[config.mk]
export PLATFORM = sky130hd
export DESIGN_NAME = alu_op_encoder
export DESIGN_NICKNAME = d
export VERILOG_FILES = /design/src/rtl/alu_op_encoder.sv
export SDC_FILE = /design/constraint.sdc
export NUM_CORES = 1
export LEC_CHECK = 0
export ABC_AREA = 1
export BUFFER_PORTS_ARGS = -buffer_cell sky130_fd_sc_hd__buf_2
export CAP_MARGIN = 20
export CORE_MARGIN = 2
export CORE_UTILIZATION = 40
export CTS_CLUSTER_DIAMETER = 150
export DETAILED_ROUTE_END_ITERATION = 7
export HOLD_SLACK_MARGIN = 0.03
export PLACE_DENSITY = 0.56
export SLEW_MARGIN = 0
export SYNTH_ARGS = -nofsm -noshare
export SYNTH_HDL_FRONTEND = slang
export SYNTH_SLANG_ARGS = --single-unit
[constraint.sdc]
create_clock -name clk -period 2.65 [get_ports clk]
set_input_delay 0.265 -clock clk [delete_from_list [all_inputs] [get_ports clk]]
set_output_delay 0.265 -clock clk [all_outputs]
set_load 0.02 [all_outputs]
[src/rtl/alu_op_encoder.sv]
// alu_op_encoder: debounces five push-buttons into a registered, priority-encoded ALU op code
module alu_op_encoder #(
  parameter int DEBOUNCE_CYCLES = 100000,
  parameter bit STICKY = 1'b1
) (
  input  logic       clk,
  input  logic       rst_n,
  input  logic       btnU,
  input  logic       btnD,
  input  logic       btnL,
  input  logic       btnR,
  input  logic       btnC,
  output logic [2:0] ALUControl,
  output logic       op_valid,
  output logic [4:0] btn_state
);
  localparam int W = $clog2(DEBOUNCE_CYCLES + 1);
  localparam logic [W-1:0] LAST = W'(DEBOUNCE_CYCLES - 1);
  logic [4:0] raw, s1, s2, stable, stable_d, press, pick;
  logic [W-1:0] cnt [5];
  logic [2:0] code;
  assign raw = {btnC, btnR, btnL, btnD, btnU};
  assign press = stable & ~stable_d;
  assign pick = STICKY ? press : stable;
  assign btn_state = stable;
  // bit 0 (btnU) wins; codes are bit index + 1
  always_comb code = pick[0] ? 3'd1 : pick[1] ? 3'd2 : pick[2] ? 3'd3 : pick[3] ? 3'd4 : pick[4] ? 3'd5 : 3'd0;
  always_ff @(posedge clk) begin
    if (!rst_n) begin
      s1 <= '0;
      s2 <= '0;
      stable <= '0;
      stable_d <= '0;
      ALUControl <= '0;
      op_valid <= 1'b0;
      for (int i = 0; i < 5; i++) cnt[i] <= '0;
    end else begin
      s1 <= raw;
      s2 <= s1;
      stable_d <= stable;
      for (int i = 0; i < 5; i++) begin
        if (s2[i] == stable[i]) cnt[i] <= '0;
        else if (cnt[i] == LAST) begin
          stable[i] <= s2[i];
          cnt[i] <= '0;
        end else cnt[i] <= cnt[i] + 1'b1;
      end
      op_valid <= STICKY ? |press : code != ALUControl;
      if (!STICKY || |press) ALUControl <= code;
    end
  end
endmodule

# Word-level counts from Yosys, hierarchy flattened
# Memories as Yosys holds them, arrays and structs flattened.
# Cells that the tools add are included.
totals:
  register_bits: 24
  mem_bits_rw: 85
  input_bits: 7
  out_inout_bits: 9
  wordCells: 130
  n_memories: 1
mem_list:
  columns: ["memory", "words", "word_bits", "read_ports", "rd_ports_with_merged_regs", "wr", "line", "text"]
  rows:
  - ["cnt", 5, 17, 5, 0, 5, "20", "logic [W-1:0] cnt [5];"]
classes:
  addsub: 5
  eq_ne: 10
  n_mux: 76
  bitwise: 22
  n_reduce_logical: 6
ops:
  columns: ["operator", "n"]
  rows:
  - ["2-to-1 mux 17 bit", 15]
  - ["adder 17 x 1 -> 17 bit (second input constant)", 5]
  - ["== test 17 bit (second input constant)", 5]
  - ["2-to-1 mux 1 bit", 56]
  - ["2-to-1 mux 3 bit", 5]
  - ["bitwise OR 1 bit", 15]
  - ["AND reduction 2 bit", 5]
  - ["bitwise AND 5 bit", 1]
  - ["== test 1 bit", 5]
  - ["NOT 1 bit", 5]
  - ["NOT 5 bit", 1]
  - ["OR reduction 5 bit", 1]

# Depth between registers and ports, before layout
# Gate-level depths: netlist (run 1).
logic_depth:
  depth_word: 7
  ltp_mapped: 9

# Least setup slack after synthesis (run 1)
# Ideal clock, no wire load.
synth_timing:
  kind: "flip-flop to flip-flop"
  from: "memory cnt[1][0] (netlist name)"
  to: "memory cnt[1][14] (netlist name) (data pin)"
  setup_ns: 0.252
  arrival_time_ns: 1.274
  t_required_ns: 2.398
  path_slack_ns: 1.124
  path_stages_with_launch: 8
  period_less_slack_ns: 1.526
  path_cell_list: "edfxtp_1 ha_1 nand2_1 nor2_4 nand3_2 o21ai_2 buf_6 nor2_1"
synth_rtl:
  columns: ["element", "line"]
  rows:
  - ["from (decl)", "20"]

==> impl_results.md, run 1 <==
- Post-synthesis simple-gate area fraction: 30.9%
- Critical Path RT: 2730 ps
- Final hold vios: 0
- Layout Cell Area excl Fill: 6890 µm²
- First-pass GRT wire length: 19100 µm
- Post_cts resized: 0
- Die area: 16000 µm²
- Area leader, netlist: edfxtp_1
- Seq/Total Area, Yosys: 50.4%
- Clk_skew: 7.36 ps
- Fill cells: 1460
- Drt drc: 0
- Slowest CP cell: o21ai_2
- Storage cell area: 3030 µm²
- Gpl congestion: 0.845
- Ant. Diodes: 0
- R2R Path Start: cnt[1][0]
- Hold/Removal Path Class: input pin to flip-flop
- Hold Path Origin: btnC
- Cell row count: 44
- Post-synthesis mux area share: 0%
- Total number of H-tree levels: 3
- IO Pins: 16
- Max_cap viols: 0
- GRT Resource Usage Total: 14.3%
- Yosys reg bits: 109
- Yosys warns: 0
- Number of CTS-inserted buffers: 9
- Status: finished clean
- Max Freq: 545 MHz
- Vias in the first global route: 4395
- Final Setup Violations: 0
- Critical-path cell list: ha_1 -> nand2_1 -> nor2_4 -> nand3_2 -> o21ai_2 -> nor2_1
- Nets: 866
- CP startpoint kind: flip-flop
- Yosys cell types: 31
- Initial Utilization: 41.2%
- Maximum VDD drop: 0.000308 V
- Post-DP Area: 6570 µm²
- Largest family of logic cells by synthesized area: simple AND/OR/NAND/NOR gates
- Adder-Cell Fraction of Synth Area: 1.04%
- Area contributors post-synth: edfxtp_1 (42%), nand2_1 (12%), nor2_1 (11%)
- Setup CP Type: flip-flop to flip-flop
- Syn Area/Cell: 7.99 µm²
- Initial antenna violation count: 0
- Power Dens Cells: 516 nW/µm²
- Slew margin rel.: 60.1%
- Pin count of the biggest net entering global routing: 28
- Synth top area share: 42.5%
- Drt wl/cell: 10.1 µm
- Mapped Area: 6010 µm²
- Arrival time at the worst endpoint: 1910 ps
- Post-route setup TNS: 0 ps
- Clock latency on the worst-skew pair: 350 ps
- TritonCTS Sinks: 109
- Setup crit start: cnt[1][0]
- Root buf cell: clkbuf_16
- Max stage delay on crit path: 490 ps
- Critical Path Fanout Max: 15
- Post-Route WL: 10600 µm
- Layout cells sized above 1: 5.59%
- Hold buffers post-CTS: 0
- CTS tree: built
- Reg clk slew, reported paths: 70 ps
- CTS max path bufs: 2
- Commonest non-fill, non-tap cells in the layout: nand2_1 (194), nor2_1 (175), inv_1 (95)
- Drt via density: 4.48
- Area growth syn-to-layout: 14.6%
- Die H: 127 µm
- Worst Tran Pin Value: 599 ps
- DR pass1 iterations: 4
- RSZ-0062 raised after global routing: false
- Hpwl dp: 8090 µm
- Routed vias: 4669
- Post-CTS setup buffer count: 0
- Period utilization: 69.3%
- Crit. End Element: flip-flop
- Synthesized instance count: 752
- Remaining antenna violation count: 0
- Core area: 14600 µm²
- Commonest non-fill, non-tap cell in the layout: nand2_1
- Lkg Pwr: 2.91 nW
- Number of port buffers: 15
- Multi-input logic area: 2870 µm²
- Fin crit period: 1840 ps
- Starting DRT DRC Count: 231
- Compound-Gate Fraction of Synth Area: 3.64%
- Grt total ovfl: 0
- Die W: 127 µm
- Slew Viols, Final: 0
- Post-Synth XOR/XNOR Area: 6.85%
-- power by group --
group | internal (mW) | total [mW] | switching [mW] | leakage, nW
Combinational | 0.0548 | 0.159 | 0.105 | 1.68
Sequential | 1.90 | 1.96 | 0.0608 | 1.07
Clock | 0.815 | 1.43 | 0.615 | 0.158
Total | 2.77 | 3.55 | 0.780 | 2.91
-- cells by family (layout without fill, tap and decap cells) --
kind of cell | Yosys count | after routing
AND/OR/NAND/NOR | 449 | 449
AO/OA/AOI/OAI | 37 | 37
XOR/XNOR | 47 | 47
other | 1 | 85
flip-flops | 109 | 109
adder cells (fa/ha/maj) | 5 | 5
buffers and inverters | 104 | 127
-- synth_stat cells (all sizes together) --
master and number:
dfxtp 24, o21bai 3, o21ai 17, edfxtp 85, nand3 46, nand4 14
xor2 35, ha 5, or2 4, inv 96, conb 1, nand2 197
clkbuf 2, buf 6, nand3b 3, a21oi 17, and2 1, nor3 4
xnor2 12, nor2 180
-- routing by layer --
layer  track usage, %  wire length (µm)  up-vias
met3             2.36               306       14
li1                 -                 -     2502
met1             19.2              5320     2092
met5                0                 0        -
met2             23.2              4730       61
met4             5.75               207        0
-- cell type report --
| class | count | area share (%) |
|---|---|---|
| repair buffers | 15 | 1.09 |
| clock buffers | 11 | 3.83 |
| clock inverters | 5 | 0.817 |
| multi-input cells | 623 | 41.7 |
| well taps | 184 | 3.34 |
| flip-flops and latches | 109 | 44.0 |
| inverters | 96 | 5.23 |
-- critical path, delay by kind of cell, from the launching register on --
family / cells / cell delay [ps]
compound gates: 1 / 490
fa+ha+maj: 1 / 200
flops: 1 / 380
simple gates: 4 / 500
-- flip-flops by register name, summed over array words and instances, names as in the netlist --
| register | cells |
|---|---|
| ALUControl | 3 |
| btn_state | 5 |
| cnt | 85 |
| op_valid | 1 |
| s1 | 5 |
| s2 | 5 |
| stable_d | 5 |
-- metrics by stage --
| stage | power (mW) | setup WS (ps) | hold slack (ps) | cells | utilization [%] |
|---|---|---|---|---|---|
| after detailed placement | 2.16 | 773 | 395 | 1027 | 45.0 |
| final | 3.55 | 815 | 93.5 | 1043 | 47.2 |
| after floorplan | 2.12 | 1120 | 363 | 836 | - |
| after CTS | 3.59 | 766 | 82.3 | 1043 | 47.2 |
| after global routing | 3.70 | 633 | 96.0 | 1043 | 47.2 |
| after global placement | 2.16 | 871 | 405 | 1027 | 45.0 |
-- path summary, 6_finish.rpt --
path         cells past startpoint         end  slack, ps
min                              3       s1[4]         90
min reg2reg                      2       s2[1]        410
max                              6  cnt[1][11]        810
max reg2reg                      6  cnt[1][11]        810
Power figures use the tool's default switching activity.
==> run 2, diff against run 1 <==
--- a/config.mk
+++ b/config.mk
@@ -5,7 +5,7 @@
 export SDC_FILE = /design/constraint.sdc
 export NUM_CORES = 1
 export LEC_CHECK = 0
-export ABC_AREA = 1
+export ABC_AREA = 0
 export BUFFER_PORTS_ARGS = -buffer_cell sky130_fd_sc_hd__buf_2
 export CAP_MARGIN = 20
 export CORE_MARGIN = 2
==> constraint.sdc (replaced) <==
create_clock -name clk -period 1.7 [get_ports clk]
set_input_delay 0.17 -clock clk [delete_from_list [all_inputs] [get_ports clk]]
set_output_delay 0.17 -clock clk [all_outputs]
set_load 0.02 [all_outputs]
==> run 2 against run 1 <==
The flow now finishes with violations (setup timing). Worst setup slack worse by 1100 ps. Synthesized area down 8.6%. Clock skew down 0.64 ps. Critical path depth down 1. Sequential share of layout area down 3.0 points.
==> impl_results.md, run 2 <==
- Post-Route WL: 11100 µm
- Slew Viols, Final: 0
- CTS max path bufs: 2
- Max FFs per register: 85
- Maximum VDD drop: 0.000455 V
- Vias in the first global route: 4114
- Post-synth ARST share: 0%
- Max Freq: 497 MHz
- Number of CTS-inserted buffers: 9
- Most flop-heavy register: cnt
- Synth top cells by count: nor2_1 (93), edfxtp_1 (85), xnor2_1 (46), nand2_1 (34), xor2_1 (31)
- Commonest non-fill, non-tap cells in the layout: buf_4 (86), edfxtp_1 (85), conb_1 (85)
- Initial antenna violation count: 0
- Arrival time at the worst endpoint: 2110 ps
- Setup CP Type: flip-flop to flip-flop
- Commonest non-fill, non-tap cell in the layout: buf_4
- Root buf cell: clkbuf_16
- Clock Power Share: 37.7%
- Period utilization: 118%
- Final hold vios: 0
- Post-DP Area: 6710 µm²
- Initial Utilization: 41.2%
- Core area: 13300 µm²
- RSZ-0062 raised after global routing: true
- Comb power frac: 7.2%
- Post-synth EDFFs: 85
- CP bufs+invs: 1
- Sw Ratio: 22.6%
- Cells after DPL: 864
- Drt wl/cell: 12.5 µm
- Nets: 722
- Remaining antenna violation count: 0
- CTS tree: built
- Total number of H-tree levels: 3
- Gpl congestion: 0.792
- Die area: 14700 µm²
- GRT Resource Usage Total: 16.1%
- Hold/Removal Path Class: input pin to flip-flop
- Fin crit period: 2010 ps
- First-pass GRT wire length: 18800 µm
- Grt total ovfl: 0
- Die W: 121 µm
- Area growth syn-to-layout: 34.6%
- Kind of cell adding the most delay to the critical path: simple AND/OR/NAND/NOR gates
- Yosys warns: 0
- Lkg Pwr: 2.74 nW
- Area leader, netlist: edfxtp_1
- Synth top area share: 46.5%
- Die H: 121 µm
- Seq/Total Area, Yosys: 55.2%
- Pint: 4.28 mW
- Most common cell in the synthesized netlist: nor2_1
- Final worst slack: -312 ps
- Mapped Area: 5490 µm²
- Hpwl dp: 7900 µm
- Ant. Diodes: 0
- Synthesized instance count: 519
- Flop pwr share: 55.0%
- DR pass1 iterations: 4
- Violated checks: setup timing
- Reg clk slew, reported paths: 70 ps
- NetSw: 1.25 mW
- CP startpoint kind: flip-flop
- Number of port buffers: 15
- Ys flop type: edfxtp_1
- Status: finished with violations
- Yosys cell types: 42
- Area contributors post-synth: edfxtp_1 (46%), dfxtp_1 (8.7%), xnor2_1 (7.3%)
- Critical Path RT: 1800 ps
- Drt drc: 0
- Final Setup Violations: 31
- Routed vias: 4175
- Finished Layout Cells: 891
- Slowest CP cell: or4_1
- Critical Path Fanout Max: 8
- Layout cells sized above 1: 26.4%
- Crit. End Element: flip-flop
- Pin count of the biggest net entering global routing: 18
- Drt via density: 4.69
- Critical-path cell list: or4_1 -> or4_4 -> o21bai_4 -> buf_6 -> nor2_1
- IO Pins: 16
- Clk_skew: 6.72 ps
- Clock latency on the worst-skew pair: 350 ps
- Layout Cell Area excl Fill: 7400 µm²
- Max stage delay on crit path: 520 ps
- Starting DRT DRC Count: 286
- Yosys reg bits: 109
- Syn Area/Cell: 10.6 µm²
- TritonCTS Sinks: 109
- Power Dens Cells: 748 nW/µm²
- Cell row count: 42
- Max_cap viols: 0
## run 2: cell types whose count changed in the layout (fill, tap and decap cells not counted), moves of 21 or more
cell	change
xnor2_1	+34
nor2_2	+21
nor2_1	-119
buf_4	+86
inv_1	-76
nand2_1	-160
## run 2: final cells by class
class | instances | area (µm²)
fillers | 1218 | 5950
clock buffers | 12 | 268
inverters | 19 | 71.3
multi-input cells | 461 | 2930
well taps | 176 | 220
flip-flops and latches | 109 | 3030
repair buffers | 110 | 845
clock inverters | 4 | 25.0
## run 2: per-stage QoR
| stage | hold slack [ps] | utilization [%] | power (mW) | setup slack, ps | TNS (ps) |
|---|---|---|---|---|---|
| floorplan | 297 | - | 3.29 | -345 | -7930 |
| global placement | 387 | 50.3 | 3.44 | -308 | -6370 |
| detailed placement | 382 | 50.3 | 3.44 | -307 | -6840 |
| CTS | 48.9 | 53.3 | 5.54 | -312 | -7820 |
| global route | 41.0 | 55.4 | 5.74 | -390 | -10800 |
| finish | 48.8 | 55.4 | 5.53 | -312 | -8160 |
## run 2: power by group through the flow
stage | Clock, mW | Combinational [mW] | Sequential (mW)
after floorplan | 0 | 0.189 | 3.10
after detailed placement | 0 | 0.345 | 3.10
after global placement | 0 | 0.342 | 3.09
after global routing | 2.24 | 0.447 | 3.06
final | 2.09 | 0.401 | 3.05
after CTS | 2.14 | 0.361 | 3.04
## run 2: repair_timing
item                       4_1_cts  5_1_grt
hold buffers                     2        0
resized for setup                9       73
pin swaps                       10       16
hold endpoints to repair         2        0
setup buffers                    3        7
setup endpoints to repair       33       70
cloned                           1        0
## run 2: logic make-up after synthesis
logic type	after synthesis	share of synthesized area, %
adders and majority gates	5	1.14
other	1	0.0683
muxes	5	0.911
buffers and inverters	33	2.71
DFF	109	55.2
AOI/OAI and AO/OA	15	2.00
xor gates and xnor gates	77	12.3
and+or+nand+nor	274	25.7
## run 2: path summary, 6_finish.rpt
path         depth (start not counted)       from   endpoint  slack [ps]
max                                  5  cnt[2][6]  cnt[2][7]        -310
max reg2reg                          5  cnt[2][6]  cnt[2][7]        -310
min                                  2       btnL      s1[2]          50
min reg2reg                          1      s1[2]      s2[2]         440
## run 2: layer usage
layer | share of wire, % | vias up | track usage (%)
met5 | 0 | - | 0
met4 | 1.6 | 0 | 6.39
met3 | 2.8 | 13 | 3.01
met2 | 47 | 39 | 25.3
met1 | 49 | 1964 | 21.9
li1 | - | 2159 | -
==> run 3, diff against run 2 <==
--- a/config.mk
+++ b/config.mk
@@ -8,12 +8,12 @@
 export ABC_AREA = 0
 export BUFFER_PORTS_ARGS = -buffer_cell sky130_fd_sc_hd__buf_2
 export CAP_MARGIN = 20
-export CORE_MARGIN = 2
-export CORE_UTILIZATION = 40
+export CORE_MARGIN = 3
+export CORE_UTILIZATION = 60
 export CTS_CLUSTER_DIAMETER = 150
 export DETAILED_ROUTE_END_ITERATION = 7
 export HOLD_SLACK_MARGIN = 0.03
-export PLACE_DENSITY = 0.56
+export PLACE_DENSITY = 0.78
 export SLEW_MARGIN = 0
 export SYNTH_ARGS = -nofsm -noshare
 export SYNTH_HDL_FRONTEND = slang
==> run 3 against run 2 <==
The run still ends with setup timing left. Design area shrank 2.6%. Fmax shrank 1.2%. Register-to-register slack lost 20 ps. Worst setup slack lost 24 ps. Worst hold slack gained 160 ps. Critical path depth is the same. Clock-buffer cell count grew 1. Flip-flop and latch count is the same. Clock power shrank 31%. Largest cell class unchanged. Critical endpoint is now cnt[2][12]. Non-clock buffer count grew 3. Final cell count shrank 7.2%.
==> impl_results.md, run 3 (same netlist as run 2, synthesis figures left out) <==
- Reg clk slew, reported paths: 100 ps
- CTS max path bufs: 2
- Crit. End Element: flip-flop
- Vias in the first global route: 4192
- Final Setup Violations: 48
- Remaining antenna violation count: 0
- IO Pins: 16
- Worst R2R Path Depth: 5
- Setup CP Type: flip-flop to flip-flop
- Period utilization: 120%
- Multi-input logic area: 2920 µm²
- End-of-flow core utilization: 81.8%
- Critical Path RT: 1830 ps
- Max FFs per register: 85
- Hold Path End: stable_d[2]
- Setup crit start: cnt[2][6]
- GRT Resource Usage Total: 22.2%
- Area growth syn-to-layout: 31.2%
- Maximum VDD drop: 0.000514 V
- Die W: 102 µm
- RSZ-0062 raised after global routing: true
- Pin count of the biggest net entering global routing: 18
- Most flop-heavy register: cnt
- Number of port buffers: 15
- Violated checks: setup timing
- Cell row count: 34
- Status: finished with violations
- Grt total ovfl: 0
- Routed vias: 4350
- Hold Path Origin: rst_n
- Total number of H-tree levels: 3
- Nets: 726
- Starting DRT DRC Count: 146
- Initial Utilization: 62.4%
- Worst Hold Depth: 3
- Ant. Diodes: 0
- Hpwl dp: 7970 µm
- Final worst slack: -336 ps
- Slew Viols, Final: 0
- Fill cells: 534
- Drt drc: 0
- TritonCTS Sinks: 109
- Layout Cell Area excl Fill: 7210 µm²
- DR pass1 iterations: 4
- Drt wl/cell: 14.3 µm
- Post-DP Area: 6560 µm²
- Gpl congestion: 0.864
- Number of CTS-inserted buffers: 9
- CTS tree: built
- Fin crit period: 2040 ps
- Clk_skew: 7.66 ps
- Max Freq: 491 MHz
- Root buf cell: clkbuf_8
- Lkg Pwr: 2.71 nW
- Clock latency on the worst-skew pair: 370 ps
- Storage cell area: 3030 µm²
- Final hold vios: 0
- Max_cap viols: 0
- Initial antenna violation count: 0
- Commonest non-fill, non-tap cells in the layout: buf_4 (87), edfxtp_1 (85), conb_1 (85)
- Layout cells sized above 1: 25.5%
- R2r endpoint: cnt[2][12]
- Core area: 8810 µm²
- Die area: 10300 µm²
- Hold/Removal Path Class: input pin to flip-flop
- Reg2Reg Setup Slack: -340 ps
- Die H: 102 µm
- Power Dens Cells: 682 nW/µm²
- Critical Path Fanout Max: 15
- Arrival time at the worst endpoint: 2160 ps
- CP startpoint kind: flip-flop
- R2R Path Start: cnt[2][6]
- Commonest non-fill, non-tap cell in the layout: buf_4
- Post-Route WL: 11800 µm
- Drt via density: 5.26
- First-pass GRT wire length: 18300 µm
## run 3: cell types whose count changed in the layout (fill, tap and decap cells not counted), sizes merged
| cell | before | now |
|---|---|---|
| clkbuf | 12 | 13 |
| a31o | 1 | 2 |
| clkinv | 0 | 2 |
| inv | 23 | 20 |
| dlygate4sd3 | 2 | 5 |
## run 3: what timing repair did
item,CTS,global route
hold buffers,5,0
cloned,1,2
pin swaps,3,13
buffers inserted,5,15
setup endpoints to repair,37,67
gates resized for setup,5,64
endpoints found under the hold margin,5,0
## run 3: critical path: stages, from the launching register on
cell	delay (ps)
edfxtp_1	390
or4_1	540
or4_4	520
o21bai_4	150
buf_12	150
nor2_1	50
## run 3: power by group
part | internal, mW | total (mW) | switching, mW
Sequential | 2.96 | 3.05 | 0.0827
Combinational | 0.198 | 0.416 | 0.217
Clock | 0.617 | 1.45 | 0.833
Total | 3.78 | 4.91 | 1.13
## run 3: routing by layer
metal / part of all wire (%) / track usage, %
met1: 43 / 27.1
met2: 52 / 39.0
met5: 0 / 0
met4: 1.4 / 7.98
met3: 4.2 / 4.41
## run 3: worst max-delay path by stage
stage                             to  slack, ps  cells past startpoint
final                     cnt[2][12]       -340                      5
after global routing       cnt[2][1]       -410                      5
after CTS                 cnt[2][12]       -350                      5
after detailed placement  cnt[2][12]       -350                      5
after global placement    cnt[2][13]       -280                      5
after floorplan            cnt[2][9]       -350                      5
## run 3: final cells by class
class | count | area share, %
timing repair buffer | 113 | 12.1
inverter | 19 | 0.990
multi-input combinational | 462 | 40.5
sequential | 109 | 42.1
tap | 108 | 1.88
clock buffer | 13 | 2.21
clock inverter | 3 | 0.278
## run 3: per-stage QoR
| stage | power, mW | cells | setup TNS [ps] | setup slack [ps] | hold slack (ps) |
|---|---|---|---|---|---|
| detailed placement | 3.44 | 785 | -7810 | -347 | 378 |
| global placement | 3.42 | 785 | -6060 | -276 | 378 |
| CTS | 4.88 | 812 | -8790 | -347 | 192 |
| finish | 4.91 | 827 | -10350 | -336 | 204 |
| floorplan | 3.29 | 603 | -7930 | -345 | 297 |
| global route | 5.09 | 827 | -14480 | -408 | 201 |
